[config.mk]
export PLATFORM = sky130hd
export DESIGN_NAME = vga_timing_controller
export DESIGN_NICKNAME = d
export VERILOG_FILES = /design/src/rtl/vga_timing_controller.sv
export SDC_FILE = /design/constraint.sdc
export NUM_CORES = 1
export LEC_CHECK = 0
export CORE_ASPECT_RATIO = 0.8
export CORE_UTILIZATION = 52
export DETAILED_ROUTE_END_ITERATION = 8
export PLACE_DENSITY = 0.91
export SLEW_MARGIN = 20
export SYNTH_ARGS = -nofsm -noshare
export SYNTH_HDL_FRONTEND = slang
export SYNTH_SLANG_ARGS = --single-unit
[constraint.sdc]
create_clock -name control_clock -period 2.88 [get_ports control_clock]
set_input_delay 0.288 -clock control_clock [delete_from_list [all_inputs] [get_ports control_clock]]
set_output_delay 0.288 -clock control_clock [all_outputs]
set_load 0.03 [all_outputs]
[src/rtl/vga_timing_controller.sv]
// VGA raster sequencer: one horizontal and one vertical counter with registered
// sync/enable/coordinate/strobe outputs, plus a run/stop FSM that only halts on a frame boundary.
module vga_timing_controller #(
   parameter int H_ACTIVE        = 640,
   parameter int H_FRONT         = 16,
   parameter int H_SYNC          = 96,
   parameter int H_BACK          = 48,
   parameter int V_ACTIVE        = 480,
   parameter int V_FRONT         = 10,
   parameter int V_SYNC          = 2,
   parameter int V_BACK          = 33,
   parameter int H_COUNTER_SIZE  = 11,
   parameter int V_COUNTER_SIZE  = 10,
   parameter int SYNC_ACTIVE_LOW = 1
) (
   input  logic                      control_clock,
   input  logic                      reset,
   input  logic                      pixel_ce,
   input  logic                      enable,
   output logic                      h_sync,
   output logic                      v_sync,
   output logic                      display_enable,
   output logic [H_COUNTER_SIZE-1:0] pixel_x,
   output logic [V_COUNTER_SIZE-1:0] pixel_y,
   output logic                      line_start,
   output logic                      frame_start,
   output logic                      running
);

   localparam int H_TOTAL = H_ACTIVE + H_FRONT + H_SYNC + H_BACK;
   localparam int V_TOTAL = V_ACTIVE + V_FRONT + V_SYNC + V_BACK;

   localparam logic [H_COUNTER_SIZE-1:0] H_LAST     = H_COUNTER_SIZE'(H_TOTAL - 1);
   localparam logic [H_COUNTER_SIZE-1:0] H_ACT_END  = H_COUNTER_SIZE'(H_ACTIVE);
   localparam logic [H_COUNTER_SIZE-1:0] H_SYNC_BEG = H_COUNTER_SIZE'(H_ACTIVE + H_FRONT);
   localparam logic [H_COUNTER_SIZE-1:0] H_SYNC_END = H_COUNTER_SIZE'(H_ACTIVE + H_FRONT + H_SYNC);
   localparam logic [V_COUNTER_SIZE-1:0] V_LAST     = V_COUNTER_SIZE'(V_TOTAL - 1);
   localparam logic [V_COUNTER_SIZE-1:0] V_ACT_END  = V_COUNTER_SIZE'(V_ACTIVE);
   localparam logic [V_COUNTER_SIZE-1:0] V_SYNC_BEG = V_COUNTER_SIZE'(V_ACTIVE + V_FRONT);
   localparam logic [V_COUNTER_SIZE-1:0] V_SYNC_END = V_COUNTER_SIZE'(V_ACTIVE + V_FRONT + V_SYNC);
   localparam logic                      SYNC_IDLE  = (SYNC_ACTIVE_LOW != 0);

   typedef enum logic [1:0] {IDLE, RUN, STOPPING} state_t;

   state_t                      state, state_next;
   logic                        step;
   logic [H_COUNTER_SIZE-1:0]   h_next;
   logic [V_COUNTER_SIZE-1:0]   v_next;
   logic                        ls_next, fs_next, run_next;
   logic                        hs_act, vs_act, de_next;

   always_comb begin
      state_next = state;
      step       = 1'b0;
      h_next     = pixel_x;
      v_next     = pixel_y;
      ls_next    = 1'b0;
      fs_next    = 1'b0;

      case (state)
         IDLE: begin
            // First scanned position is (0,0) itself, so the counters do not move here
            if (enable && pixel_ce) begin
               state_next = RUN;
               ls_next    = 1'b1;
               fs_next    = 1'b1;
            end
         end
         RUN: begin
            step = pixel_ce;
            if (!enable) state_next = STOPPING;
         end
         STOPPING: begin
            if (enable) begin
               state_next = RUN;
               step       = pixel_ce;
            end else if (pixel_ce && pixel_x == H_LAST && pixel_y == V_LAST) begin
               state_next = IDLE;
               h_next     = '0;
               v_next     = '0;
            end else begin
               step = pixel_ce;
            end
         end
         default: state_next = IDLE;
      endcase

      if (step) begin
         if (pixel_x == H_LAST) begin
            h_next  = '0;
            ls_next = 1'b1;
            if (pixel_y == V_LAST) begin
               v_next  = '0;
               fs_next = 1'b1;
            end else begin
               v_next = pixel_y + 1'b1;
            end
         end else begin
            h_next = pixel_x + 1'b1;
         end
      end

      // Decode from the next counts so outputs land in the same cycle as their coordinates
      run_next = (state_next != IDLE);
      hs_act   = run_next && (h_next >= H_SYNC_BEG) && (h_next < H_SYNC_END);
      vs_act   = run_next && (v_next >= V_SYNC_BEG) && (v_next < V_SYNC_END);
      de_next  = run_next && (h_next < H_ACT_END) && (v_next < V_ACT_END);
   end

   always_ff @(posedge control_clock) begin
      if (reset) begin
         state          <= IDLE;
         pixel_x        <= '0;
         pixel_y        <= '0;
         h_sync         <= SYNC_IDLE;
         v_sync         <= SYNC_IDLE;
         display_enable <= 1'b0;
         line_start     <= 1'b0;
         frame_start    <= 1'b0;
         running        <= 1'b0;
      end else begin
         state          <= state_next;
         pixel_x        <= h_next;
         pixel_y        <= v_next;
         h_sync         <= hs_act ? ~SYNC_IDLE : SYNC_IDLE;
         v_sync         <= vs_act ? ~SYNC_IDLE : SYNC_IDLE;
         display_enable <= de_next;
         line_start     <= ls_next;
         frame_start    <= fs_next;
         running        <= run_next;
      end
   end

endmodule

==> metrics.txt <==
Vias/cell 6.07; Final Slew Violations 0; Fillers 268; Post-Syn Area 1740 um2; Yosys reg bits 29; first-pass GRT wire length 6950 um; grt met2 use 35.7%; Syn Inst Count 220; Seq/Total Area, Yosys 33.4%; post-layout worst setup margin 0.187 ns; number of synthesized flops with an enable pin 0; worst vdd ir 325 uV; P_leak 0.759 nW; Max Clk Rate 371 MHz; most frequent cells in the layout 31 x nor2_1, 30 x clkdlybuf4s50_1, 29 x dfxtp_1; Worst Skew 0.00721 ns; Hold Path Stages 2; DR iter-0 viols 131; port bufs 30; PwrDens 364 nW/um2; Flop pwr share 51.0%; Synth Flop Type dfxtp_1; commonest non-fill, non-tap cell in the layout nor2_1; Routed WL 4300 um; placed cell count 289; non-filler cells, final 296; Net Sw Frac 22.7%; total power 0.803 mW; H-tree levels 2; Area Growth Syn to Fin 26.7%; core box area 3130 um2; die height 53.7 um; max_slew headroom 62.6%; GRT busiest layer met1; Max clock buf depth 2; status finished clean; critical path peak fanout 7; # Max-Cap Violations 0; synth unique cells 52; clk sink count 29; Residual DRC 0; CTS resizes 0; post-layout instance area 2210 um2; Avg Cell Area, Syn 7.91 um2; Ys Warns 0; vias in the first global route 1453; wire per inst 14.5 um; Antenna Nets Post-Route 0; Hold Crit Class reg -> reg; WP data arrival 2.87 ns; mux share of post-synthesis cell area 1.15%; WP data required 3.05 ns; Root Driver clkbuf_8; worst r2r path cells 8; ys async rst share 0%; Ant. Diodes 0; element type at the critical path end flop; Tmin final 2.69 ns; final setup fails 0; cts-stage hold buffer count 0; Compound-Gate Fraction of Synth Area 21.9%; IO Count 31; critical path startpoint category flop; Place WS 0.186 ns; Synth Area in Adders 5.03%; Die ar. 3580 um2; first-pass detailed-route iteration total 4; via count 1797; Simple-Gate Fraction of Synth Area 31.9%; largest net degree at the start of global routing 26; met1 usage 38.8%; RSZ-0062 raised after global routing false; initial antenna violation count 0; worst skew pair latency 0.29 ns; Reg clk slew, reported paths 0.06 ns; GR met3 Demand/Resource 6.57%; TritonCTS Buffers 5; Tcrit/Tclk final 93.5%; post-CTS setup buffers 0; Std-Cell Rows 18; post-synthesis net count 231; placed inst area 2120 um2; Internal Power 0.620 mW; Post-DP HPWL 3100 um; net switching power 0.182 mW; Remaining Overflow, GRT 0; Die X 66.7 um; combinational share of power 7.5%; ratio of cells with drive above 1 in the final layout 8.20%; Hold Vio Cnt, Final 0; Clock power frac 41.5%; Layout Utilization 70.5%; Min Hold Slack 0.545 ns; kind of critical path reg -> reg; final setup TNS 0 ns; Slew @ Worst Pin 0.556 ns; largest family of logic cells by synthesized area simple AND/OR/NAND/NOR gates; xor and xnor area share after synthesis 2.52%; RePlAce Congestion 0.870; Total GRT Usage 26.5%; nets@finish 267; Starting Density 55.6%; CTS tree built
-- worst paths after layout --
kind | slack (ns) | from | endpoint
setup / recovery | 0.19 | state[0] | h_sync
hold / removal | 0.55 | pixel_x[3] | pixel_x[3]
setup reg to reg | 0.19 | state[0] | h_sync
hold reg to reg | 0.55 | pixel_x[3] | pixel_x[3]
-- power groups by stage --
stage	logic (mW)	clock network, mW	registers, mW
final	0.0601	0.333	0.410
after global routing	0.0656	0.355	0.410
after CTS	0.0595	0.346	0.409
after detailed placement	0.0592	0	0.418
after global placement	0.0588	0	0.418
after floorplan	0.0305	0	0.426
-- layer usage --
layer / share of wire [%] / wire length, um
met5: 0 / 0
met4: 1.4 / 60
met3: 9.9 / 427
met2: 43 / 1850
met1: 46 / 1960
-- cell families after synthesis --
family,after synthesis
adders and majority gates,7
AOI/OAI and AO/OA,55
and+or+nand+nor,103
buffers and inverters,19
muxes,2
xor gates and xnor gates,5
DFF,29
-- layout make-up --
class | instances | area (um2) | share of cell area [%]
multi-input cells | 172 | 1090 | 49.3
repair buffers | 39 | 368 | 16.7
clock buffers | 7 | 86.3 | 3.91
well taps | 40 | 50.0 | 2.27
flip-flops and latches | 29 | 581 | 26.3
inverters | 9 | 33.8 | 1.53
-- cell usage after synthesis (all sizes together), types with 5 or more instances --
master | number | area [um2]
nor3 | 8 | 45.0
nor2 | 31 | 116
or4 | 6 | 48.8
nand4 | 8 | 50.1
ha | 7 | 87.6
dfxtp | 29 | 581
nand2 | 12 | 45.0
inv | 9 | 33.8
or3 | 7 | 48.8
nand3 | 8 | 40.0
clkbuf | 9 | 33.8
a21oi | 20 | 100
nor4 | 5 | 31.3
o21ai | 5 | 25.0
-- worst max-delay path, cell delays in order (launching register included) --
cell	delay, ns
dfxtp_1	0.45
inv_1	0.10
ha_1	0.30
o211ai_1	0.11
or4_1	0.53
o22ai_1	0.16
a21oi_1	0.10
or4_1	0.53
or3_1	0.30
-- state kept, by name, indices dropped and copies added, names as in the netlist --
signal / count
line_start: 1
display_enable: 1
running: 1
h_sync: 1
pixel_x: 11
pixel_y: 10
frame_start: 1
state: 2
v_sync: 1
Note: power is estimated with default switching activity, not from simulation.
